===== src/rtl/fpga_cfg_pkg.sv =====
// ============================================================================
//  Module      : fpga_cfg_pkg
//  Description : Fixed-point format constants and the shared saturation helper
//                used by the streaming reducers.
//  Revision    : 1.0 - initial release
// ============================================================================
`default_nettype none

package fpga_cfg_pkg;

    localparam int FP_WIDTH     = 32;
    localparam int FP_QINT      = 15;
    localparam int FP_QFRAC     = 16;
    localparam int FP_MAX_GROUP = 256;
    localparam int FP_ACC_GUARD = 8;

    // Widest accumulator the saturation helper can take.
    localparam int FX_SAT_W = 64;

    typedef struct packed {
        logic                clip;
        logic [FX_SAT_W-1:0] value;
    } fx_sat_t;

    // Clip a signed accumulator to a signed 'width'-bit range.
    function automatic fx_sat_t fx_sat(input logic signed [FX_SAT_W-1:0] acc,
                                       input int width);
        logic signed [FX_SAT_W-1:0] hi;
        logic signed [FX_SAT_W-1:0] lo;
        fx_sat_t                    r;
        hi = $signed((FX_SAT_W'(1) << (width - 1)) - FX_SAT_W'(1));
        lo = ~hi;
        if (acc > hi) begin
            r = '{clip: 1'b1, value: hi};
        end else if (acc < lo) begin
            r = '{clip: 1'b1, value: lo};
        end else begin
            r = '{clip: 1'b0, value: acc};
        end
        return r;
    endfunction

endpackage

`default_nettype wire


===== src/rtl/fx_group_accum.sv =====
// ============================================================================
//  Module      : fx_group_accum
//  Description : Streaming signed fixed-point group accumulator with a
//                saturated, registered valid/ready result per group.
//  Revision    : 1.0 - initial release
// ============================================================================
`default_nettype none

module fx_group_accum
    import fpga_cfg_pkg::*;
#(
    parameter int WIDTH   = FP_WIDTH,
    parameter int QINT    = FP_QINT,
    parameter int QFRAC   = FP_QFRAC,
    parameter int MAX_LEN = FP_MAX_GROUP,
    parameter int GUARD   = FP_ACC_GUARD,
    parameter int CNT_W   = $clog2(MAX_LEN + 1)
) (
    input  logic             clk,
    input  logic             rst,
    input  logic             valid_in,
    output logic             ready_out,
    input  logic [WIDTH-1:0] data_in,
    input  logic             last_in,
    input  logic [CNT_W-1:0] group_len,
    output logic             valid_out,
    input  logic             ready_in,
    output logic [WIDTH-1:0] sum_out,
    output logic [CNT_W-1:0] cnt_out,
    output logic             sat_out
);

    localparam int ACC_W = WIDTH + GUARD;

    generate
        if (GUARD < $clog2(MAX_LEN)) begin : g_guard_chk
            $error("fx_group_accum: GUARD too small for MAX_LEN");
        end
        if (ACC_W >= FX_SAT_W) begin : g_accw_chk
            $error("fx_group_accum: accumulator wider than fx_sat supports");
        end
        if (QINT + QFRAC + 1 != WIDTH) begin : g_fmt_chk
            $error("fx_group_accum: QINT+QFRAC+1 must equal WIDTH");
        end
    endgenerate

    logic signed [ACC_W-1:0] acc_q, acc_d;
    logic [CNT_W-1:0]        beats_q, beats_d;
    logic [CNT_W-1:0]        len_q, len_d;
    logic                    in_group_q, in_group_d;
    logic                    valid_q, valid_d;
    logic [WIDTH-1:0]        sum_q, sum_d;
    logic [CNT_W-1:0]        cnt_q, cnt_d;
    logic                    sat_q, sat_d;

    logic                    w_accept;
    logic                    w_final;
    logic signed [ACC_W-1:0] w_sext;
    logic signed [ACC_W-1:0] w_acc_next;
    logic [CNT_W-1:0]        w_beats_next;
    logic [CNT_W-1:0]        w_len_eff;
    fx_sat_t                 w_sat;
    logic [FX_SAT_W-WIDTH-1:0] w_sat_hi_unused;

    assign ready_out = !valid_q || ready_in;
    assign w_accept  = valid_in && ready_out;

    assign w_sext       = {{GUARD{data_in[WIDTH-1]}}, data_in};
    assign w_acc_next   = in_group_q ? (acc_q + w_sext) : w_sext;
    assign w_beats_next = in_group_q ? (beats_q + CNT_W'(1)) : CNT_W'(1);
    // The length is latched on the first beat; a zero length means a 1-beat group.
    assign w_len_eff    = in_group_q ? len_q
                        : ((group_len == '0) ? CNT_W'(1) : group_len);
    assign w_final      = (w_beats_next == w_len_eff) || last_in;

    assign w_sat           = fx_sat({{(FX_SAT_W-ACC_W){w_acc_next[ACC_W-1]}}, w_acc_next},
                                    WIDTH);
    assign w_sat_hi_unused = w_sat.value[FX_SAT_W-1:WIDTH];

    always_comb begin
        acc_d      = acc_q;
        beats_d    = beats_q;
        len_d      = len_q;
        in_group_d = in_group_q;
        valid_d    = valid_q;
        sum_d      = sum_q;
        cnt_d      = cnt_q;
        sat_d      = sat_q;

        if (valid_q && ready_in) begin
            valid_d = 1'b0;
        end

        if (w_accept) begin
            acc_d      = w_acc_next;
            beats_d    = w_beats_next;
            len_d      = w_len_eff;
            in_group_d = !w_final;
            // Loading here also covers drain-and-reload with no bubble.
            if (w_final) begin
                valid_d = 1'b1;
                sum_d   = w_sat.value[WIDTH-1:0];
                cnt_d   = w_beats_next;
                sat_d   = w_sat.clip;
            end
        end
    end

    always_ff @(posedge clk or posedge rst) begin
        if (rst) begin
            acc_q      <= '0;
            beats_q    <= '0;
            len_q      <= '0;
            in_group_q <= 1'b0;
            valid_q    <= 1'b0;
            sum_q      <= '0;
            cnt_q      <= '0;
            sat_q      <= 1'b0;
        end else begin
            acc_q      <= acc_d;
            beats_q    <= beats_d;
            len_q      <= len_d;
            in_group_q <= in_group_d;
            valid_q    <= valid_d;
            sum_q      <= sum_d;
            cnt_q      <= cnt_d;
            sat_q      <= sat_d;
        end
    end

    assign valid_out = valid_q;
    assign sum_out   = sum_q;
    assign cnt_out   = cnt_q;
    assign sat_out   = sat_q;

    a_hold_stable: assert property (
        @(posedge clk) disable iff (rst)
        (valid_q && !ready_in) |=> ($stable({sum_q, cnt_q, sat_q}) && valid_q)
    );

endmodule

`default_nettype wire


===== config.mk =====
export PLATFORM = sky130hd
export DESIGN_NAME = fx_group_accum
export DESIGN_NICKNAME = d
export VERILOG_FILES = /design/src/rtl/fpga_cfg_pkg.sv /design/src/rtl/fx_group_accum.sv
export SDC_FILE = /design/constraint.sdc
export NUM_CORES = 1
export LEC_CHECK = 0
export BUFFER_PORTS_ARGS = -buffer_cell sky130_fd_sc_hd__buf_2
export CORE_MARGIN = 2
export CORE_UTILIZATION = 40
export DETAILED_ROUTE_END_ITERATION = 10
export PLACE_DENSITY = 0.73
export SLEW_MARGIN = 10
export SYNTH_ARGS = -nofsm -noshare
export SYNTH_HDL_FRONTEND = slang
export SYNTH_SLANG_ARGS = --single-unit

===== constraint.sdc =====
create_clock -name clk -period 3.2 [get_ports clk]
set_input_delay 0.48 -clock clk [delete_from_list [all_inputs] [get_ports clk]]
set_output_delay 0.48 -clock clk [all_outputs]
set_load 0.02 [all_outputs]

==> results.toml, run 1 <==
[route]
drc = 0
wl_per_cell_um = 16.90
drt_iter0_drc = 455
drtPass1Iterations = 7
vias = 7501
wl_mm = 22.80
detail-route-antenna-nets = 0
via_per_inst = 5.560

[floorplanning]
dieHeight_um = 139.3
die-area_um2 = 19410
die_x_um = 139.3
initial_utilization_pct = 40.78
io_pins = 90
coreArea_um2 = 17960
rows = 49

[worst_setup_path]
cp-start-kind = "flip-flop"
rrSetupSlack_ps = -60
crit_required_ps = 3480
criticalPathCategory = "flip-flop to flip-flop"
critPathCaptureType = "flip-flop"
worst-path-max-fanout = 4
worstPathArrival_ps = 3540

[clocking]
htreeDepth = 3
cts-buffers-inserted = 9
clock_latency_ps = 370
path_clk_slew_ps = 70
clock-sinks = 102
ctsLongestPathBuffers = 2
cts-root-buf = "clkbuf_16"
cts_tree = "done"

[timing]
fmax_mhz = 306.4
fin_skew_ps = 19.11
rsz0062_at_grt = "yes"
period_share_pct = 102.0
maxSlewHeadroom_pct = 49.65
setup_viol = 31
slew_viol_final = 0
finalHoldViolations = 0
tightest_slew_ps = 755.2
final.min_clock_period_ps = 3264
setup_ws_ps = -64.23

[final_layout]
mostFrequentLayoutCells = "170 x buf_4, 157 x nand2_1, 101 x dfrtp_1"
areaGrowthSynthToFinish_pct = 41.26
final_common_cell = "buf_4"
seqCellArea_um2 = 2554
nets = 1202
multiInputGateArea_um2 = 5134
diodes = 0
nFillCells = 1604
fin_area_um2 = 10350
drive_gt1_share_pct = 36.96

[placement]
io_buffers = 89
dp_slack_ps = -441.7
detailed_place_hpwl_mm = 15.83
placed_cell_area_um2 = 9173
globalplace.congestion = 0.9319

[synthesis]
synth-edff-count = 0
synthCells = 887
synthMuxAreaShare_pct = 4.970
synth_top_family_by_area = "compound AO/OA/AOI/OAI gates"
syn_area_per_cell_um2 = 8.259
ys_ff_latch = 102
ys_dominant_reg_cell = "dfrtp_1"
synth_compound_area_share_pct = 23.84
syn_area_um2 = 7326
ys_warn_count = 0
synth_adder_area_share_pct = 7.105
seq_area_frac_synth_pct = 34.84
yosys.area_share.simple_pct = 19.18
syn-num-nets = 974
synth_xor_area_share_pct = 5.927
ys_async_sr_fraction_pct = 100.0
synth_cell_types = 70

[power_and_ir_drop]
power.total_mw = 10.16
pwr_density_cell_nw_per_um2 = 981.3
leakage_nw = 4.753
ir_drop_v = 0.0005993

[run]
maxCapViolations = 0

[global_routing]
grt_pass1_wl_mm = 36.31
antenna_found_initial = 0
overflow = 0
track_usage_pct = 22.74
grt_pass1_vias = 7252
grt_max_degree = 83

[outcome]
outcome = "complete, but fails checks"
violations = "negative setup slack"

[worst_hold_path]
hp-class = "input port to async pin"
-- registers in the layout, summed over array words and instances, names as in the netlist --
signal      cells
sat_out         1
len_q           9
beats_q         9
in_group_q      1
cnt_out         9
acc_q          40
valid_out       1
sum_out        32
-- path summary, 6_finish.rpt --
path,from,to,cells after the start
min reg2reg,cnt_out[0]$_DFFE_PP0P_,cnt_out[0]$_DFFE_PP0P_,1
max,acc_q[3]$_DFFE_PP0P_,sum_out[3]$_DFFE_PP0P_,15
max reg2reg,acc_q[3]$_DFFE_PP0P_,sum_out[3]$_DFFE_PP0P_,15
min in group clk,group_len[4],len_q[4]$_DFFE_PP0P_,2
max in group asynchronous,rst,in_group_q$_DFFE_PP0P_,3
min,rst,sum_out[5]$_DFFE_PP0P_,2
-- logic make-up (layout without fill, tap and decap cells) --
| kind of cell | after synthesis | count (layout) |
|---|---|---|
| AO/OA/AOI/OAI | 282 | 282 |
| multiplexers | 35 | 35 |
| buffers and inverters | 70 | 303 |
| flip-flops | 102 | 102 |
| AND/OR/NAND/NOR | 309 | 309 |
| adder cells (fa/ha/maj) | 41 | 41 |
| XOR/XNOR | 48 | 48 |
-- layout make-up --
cell class	count	share of cell area [%]
Clock inverter	7	0.9310
Timing Repair Buffer	273	19.31
Clock buffer	9	2.176
Multi-Input combinational cell	715	49.61
Tap cell	229	2.769
Inverter	14	0.5320
Sequential cell	102	24.68
-- cells in the mapped netlist (all sizes together), types with 2 or more instances --
library cell	instances	share of area [%]
o21a	4	0.41
and4	2	0.24
or4b	2	0.32
ha	40	6.8
nand4	10	0.94
a31oi	7	0.60
nand3	21	1.6
o21bai	4	0.46
a21boi	2	0.20
dfrtp	102	35
buf	21	1.6
xor2	21	2.5
o221ai	2	0.24
clkbuf	35	1.8
nand3b	2	0.20
a2111oi	2	0.50
or3	7	0.60
xnor2	26	3.1
nor2b	3	0.26
nor4	5	0.60
o211ai	6	0.61
nor2	62	3.3
and3	6	0.51
nand2	163	8.4
a221oi	2	0.24
o31ai	10	1.0
and2	3	0.26
nor3	8	0.61
a211oi	6	0.61
inv	14	0.72
a32oi	32	3.8
nand2b	8	0.68
mux2	11	1.7
o21ai	81	5.5
or2	3	0.26
mux2i	24	3.3
a21o	9	0.92
a21oi	105	7.3
-- timing repair --
action / CTS / global route
setup buffers: 9 / 7
pin swaps: 19 / 16
hold buffers: 0 / 0
gates cloned: 1 / 2
resized for setup: 60 / 66
endpoints found under the setup margin: 34 / 34
-- worst max-delay path, stage by stage, from the launching register on --
cell	delay (ps)
dfrtp_1	410
ha_4	240
buf_4	150
o211ai_1	280
a21oi_4	60
buf_6	130
o2111ai_4	240
a31oi_4	140
o21ai_0	210
nand3_1	160
xor2_2	250
a21oi_2	110
a41o_4	290
buf_12	150
clkbuf_16	150
a32oi_1	200
-- metrics by stage --
stage                     hold slack, ps  std cells  utilization, %  setup TNS [ps]
after floorplan                    442.8        887               -               0
after global placement             455.9       1315           51.06          -11960
after detailed placement           460.8       1315           51.06          -14130
after CTS                          206.8       1341           55.42               0
after global routing               248.3       1349           57.61           -4167
final                              197.4       1349           57.61          -942.5
-- report_power, final --
part           leakage [nW]  internal (mW)  total, mW  switching, mW
logic                  3.30           3.19       6.76           3.58
registers              1.30           1.80       2.19          0.393
clock network         0.155          0.633       1.20          0.569
-- routing by layer --
metal	routed length [um]	vias up	part of all wire [%]	global-route usage, %
met5	0	-	0	0
met4	433	0	1.9	5.742
met3	1037	32	4.5	3.613
met2	10920	205	48	38.26
met1	10410	3600	46	30.70
li1	-	3664	-	-
(Power assumes the default switching activity.)
==> run 2: changes to the inputs <==
RECOVER_POWER = 25   (was unset)
SLEW_MARGIN = unset   (was 10)
==> run 2 against run 1 <==
Maximum frequency is essentially flat. Sequential share of layout area is essentially flat. Sequential power is essentially flat. Clock skew is essentially flat. Clock power is essentially flat. Utilization is essentially flat. Die area is the same. Largest power group unchanged. Cell count is the same. Global-route usage is the same. The run ends with max-capacitance violations, max-slew violations, negative setup slack left.
==> results.toml, run 2 (synthesis results as in run 1) <==
[outcome]
outcome = "complete, but fails checks"
violations = "max-capacitance violations, max-slew violations, negative setup slack"

[worst_setup_path]
critPathLaunch = "acc_q[3]$_DFFE_PP0P_"
r2r-start = "acc_q[3]$_DFFE_PP0P_"
worst-path-max-fanout = 4
cp-start-kind = "flip-flop"
crit_required_ps = 3480
critPathCaptureType = "flip-flop"
criticalPathCategory = "flip-flop to flip-flop"
worstPathArrival_ps = 3540

[timing]
setup_viol = 31
maxSlewHeadroom_pct = -50.91
slew_viol_final = 48
whs_ps = 346.9
fmax_mhz = 306.1
final.min_clock_period_ps = 3266
tightest_slew_ps = 2251
setup_ws_ps = -66.43
setup-tns-final_ps = -994.7
finalHoldViolations = 0
period_share_pct = 102.1
fin_skew_ps = 19.04
rsz0062_at_grt = "yes"

[power_and_ir_drop]
ir_drop_v = 0.0005994
pwr_density_cell_nw_per_um2 = 981.3
power.total_mw = 10.15
leakage_nw = 4.749

[final_layout]
largest_register = "acc_q"
mostFrequentLayoutCells = "170 x buf_4, 157 x nand2_1, 101 x dfrtp_1"
largest_reg_flops = 40
multiInputGateArea_um2 = 5134
drive_gt1_share_pct = 36.96
fin_area_um2 = 10350
seqCellArea_um2 = 2554
final_util_pct = 57.60
nFillCells = 1605
layout.cells.non_filler = 1349
final_common_cell = "buf_4"
areaGrowthSynthToFinish_pct = 41.25
nets = 1202
diodes = 0

[floorplanning]
io_pins = 90
die_x_um = 139.3
initial_utilization_pct = 40.78
coreArea_um2 = 17960
dieHeight_um = 139.3
die-area_um2 = 19410
rows = 49

[clocking]
cts_tree = "done"
path_clk_slew_ps = 90
clock-sinks = 102
cts-buffers-inserted = 9
hold_buffers = 0
htreeDepth = 3
clock_latency_ps = 370
cts-root-buf = "clkbuf_16"
ctsLongestPathBuffers = 2

[placement]
io_buffers = 89
placed_cell_area_um2 = 9173
dp_cells = 1315
globalplace.congestion = 0.9319
detailed_place_hpwl_mm = 15.83
dp_slack_ps = -441.7

[route]
drc = 0
drtPass1Iterations = 7
wl_mm = 22.80
wl_per_cell_um = 16.90
drt_iter0_drc = 455
via_per_inst = 5.556
vias = 7495
detail-route-antenna-nets = 0

[global_routing]
track_usage_pct = 22.74
grt_pass1_vias = 7252
overflow = 0
grt_max_degree = 83
grt_pass1_wl_mm = 36.31
antenna_found_initial = 0

[worst_hold_path]
hold_start = "group_len[4]"
hp-class = "input port to flip-flop"

[run]
maxCapViolations = 1
run 2: cell count changes in the layout (fill, tap and decap cells not counted), sizes merged:
cell and delta:
clkinvlp +1, inv -1
run 2: layout make-up:
cell class	count	area share (%)
multi-input combinational	715	49.61
sequential	102	24.68
timing repair buffer	273	19.31
tap	229	2.769
clock buffer	9	2.177
clock inverter	7	0.9311
inverter	14	0.5200
run 2: path summary, 6_finish.rpt:
| check | depth (start not counted) | to | slack, ps |
|---|---|---|---|
| max | 15 | sum_out[3]$_DFFE_PP0P_ | -70 |
| min | 2 | len_q[4]$_DFFE_PP0P_ | 350 |
| max reg2reg | 15 | sum_out[3]$_DFFE_PP0P_ | -70 |
| min reg2reg | 1 | cnt_out[0]$_DFFE_PP0P_ | 490 |
| max in group asynchronous | 3 | in_group_q$_DFFE_PP0P_ | 1440 |
| min in group asynchronous | 2 | sum_out[5]$_DFFE_PP0P_ | 710 |
run 2: report_power, final:
part	internal [mW]	total [mW]	switching, mW
Sequential	1.80	2.19	0.393
Combinational	3.19	6.76	3.58
Clock	0.633	1.20	0.568
Total	5.62	10.2	4.54
run 2: metal layers:
layer  routed length [um]  GRT usage (%)  vias to the layer above
met5                    0              0                        -
met4                  433          5.742                        0
met3                 1024          3.613                       32
met2                10940          38.26                      204
met1                10410          30.70                     3595
li1                     -              -                     3664
run 2: worst max-delay path, stage by stage, from the launching register on:
cell and delay, ps:
dfrtp_1 410, ha_4 240, buf_4 150, o211ai_1 280
a21oi_4 60, buf_6 130, o2111ai_4 240, a31oi_4 140
o21ai_0 210, nand3_1 160, xor2_2 250, a21oi_2 110
a41o_4 290, buf_12 150, clkbuf_16 150, a32oi_1 200
run 2: repair_timing:
action / in CTS / in global routing
setup endpoints to repair: 34 / 34
buffers inserted: 9 / 7
cloned: 1 / 2
pin swaps: 19 / 16
gates resized for setup: 60 / 66
==> run 3: changes to the inputs <==
PLACE_DENSITY = unset   (was 0.73)
PLACE_DENSITY_LB_ADDON = 0.3   (was unset)
==> run 3 against run 2 <==
Critical endpoint is now sum_out[27]$_DFFE_PP0P_. Design area shrank 2.1%. Global-route usage shrank 0.84 points. Clock power is essentially flat. Via count shrank 1.5%. The flow still finishes with violations (max-capacitance violations, max-slew violations, negative setup slack). Largest cell class unchanged. Flip-flop and latch count is the same. Cell count shrank 0.30%. Hold slack gained 6.7 ps. Combinational power shrank 5.0%. Critical path type unchanged.
==> results.toml, run 3 (synthesis results as in run 1) <==
[route]
wl_met3_mm = 1.221
wl_mm = 22.96
wl_per_cell_um = 17.07
dr.max_layer_used = "met4"
drc = 0
met2_length_mm = 10.67
via_per_inst = 5.489
vias = 7383
drtPass1Iterations = 5
met1_length_mm = 10.38
detail-route-antenna-nets = 0
drt_iter0_drc = 405

[worst_hold_path]
whs_endpoint = "len_q[3]$_DFFE_PP0P_"
hp-class = "input port to flip-flop"
hold_start = "group_len[3]"
hold_path_depth = 2

[final_layout]
final_common_cell = "buf_4"
multiInputGateArea_um2 = 4942
fin_area_um2 = 10130
mostFrequentLayoutCells = "166 x buf_4, 159 x nand2_1, 101 x dfrtp_1"
nets = 1198
largest_register = "acc_q"
drive_gt1_share_pct = 34.05
areaGrowthSynthToFinish_pct = 38.29
seqCellArea_um2 = 2554
layout.cells.non_filler = 1345
diodes = 0
largest_reg_flops = 40
nFillCells = 1633

[clocking]
hold_buffers = 0
clock_latency_ps = 370
clock-sinks = 102
cts-root-buf = "clkbuf_16"
cts_tree = "done"
ctsLongestPathBuffers = 2
path_clk_slew_ps = 80
cts-buffers-inserted = 9
htreeDepth = 3

[timing]
final.min_clock_period_ps = 3331
slew_viol_final = 47
fmax_mhz = 300.2
finalHoldViolations = 0
setup-tns-final_ps = -3356
rsz0062_at_grt = "yes"
fin_skew_ps = 13.39
tightest_slew_ps = 2033
maxSlewHeadroom_pct = -36.29
whs_ps = 353.6
setup_viol = 31
setup_ws_ps = -130.7
period_share_pct = 104.1

[outcome]
outcome = "complete, but fails checks"
violations = "max-capacitance violations, max-slew violations, negative setup slack"

[floorplanning]
die-area_um2 = 19410
coreArea_um2 = 17960
io_pins = 90
initial_utilization_pct = 40.78
dieHeight_um = 139.3
rows = 49
die_x_um = 139.3

[run]
maxCapViolations = 1

[worst_setup_path]
r2r-end = "sum_out[27]$_DFFE_PP0P_"
crit_required_ps = 3480
worstPathArrival_ps = 3610
critPathCaptureType = "flip-flop"
reg2reg_depth = 13
criticalPathCategory = "flip-flop to flip-flop"
rrSetupSlack_ps = -130
worst-path-max-fanout = 8
r2r-start = "acc_q[20]$_DFFE_PP0P_"
cp-start-kind = "flip-flop"

[global_routing]
overflow = 0
track_usage_pct = 21.90
grt_pass1_wl_mm = 34.79
grt_pass1_vias = 6957
antenna_found_initial = 0
grt_max_degree = 83

[placement]
detailed_place_hpwl_mm = 15.92
io_buffers = 89
placed_cell_area_um2 = 9138
dp_cells = 1312
globalplace.congestion = 0.9420

[power_and_ir_drop]
pwr_density_cell_nw_per_um2 = 968.1
power.total_mw = 9.808
ir_drop_v = 0.0003899
leakage_nw = 4.715
[run 3: worst max path at each step]
stage / start / cells after the start / end / slack, ps
after floorplan: data_in[0] / 15 / sum_out[10]$_DFFE_PP0P_ / 7
after CTS: acc_q[0]$_DFFE_PP0P_ / 14 / sum_out[21]$_DFFE_PP0P_ / -20
after global routing: acc_q[20]$_DFFE_PP0P_ / 13 / sum_out[0]$_DFFE_PP0P_ / -250
after global placement: data_in[0] / 14 / sum_out[30]$_DFFE_PP0P_ / -330
after detailed placement: data_in[0] / 14 / sum_out[28]$_DFFE_PP0P_ / -420
final: acc_q[20]$_DFFE_PP0P_ / 13 / sum_out[27]$_DFFE_PP0P_ / -130
[run 3: report_power, final]
part           internal, mW  leakage, nW  switching, mW
combinational          3.01         3.25           3.40
sequential             1.80         1.30          0.386
clock                 0.637        0.160          0.573
total                  5.45         4.71           4.36
[run 3: timing repair]
action | CTS | global route
pin swaps | 4 | 15
setup buffers | 4 | 8
setup endpoints to repair | 33 | 34
cloned | 1 | 5
resized for setup | 26 | 67
[run 3: metal layers]
layer / up-vias / GRT usage [%]
met5: - / 0
met4: 0 / 7.071
met3: 51 / 3.716
met2: 207 / 35.45
met1: 3466 / 29.95
li1: 3659 / -
[run 3: layout make-up]
type                            instances  share of cell area [%]
Clock inverter                          7                  0.9880
Clock buffer                            9                   2.223
Multi-Input combinational cell        715                   48.78
Inverter                               14                  0.5311
Tap cell                              229                   2.828
Sequential cell                       102                   25.21
Timing Repair Buffer                  269                   19.44
[run 3: per-stage QoR]
step	utilization [%]	setup WS, ps
finish	56.40	-130.7
global placement	50.87	-328.4
global route	56.40	-251.3
floorplan	-	7.342
CTS	53.51	-19.01
detailed placement	50.87	-416.9
[run 3: critical path, stage by stage, from the launching register on]
cell and delay (ps):
dfrtp_1 400, ha_1 320, buf_4 150, nand4_1 140, or3_4 400, a2111oi_4 350
a21oi_1 130, xnor2_1 260, buf_4 160, a31oi_2 90, nor4_4 300, nand2_4 170
clkbuf_16 220, a32oi_1 170
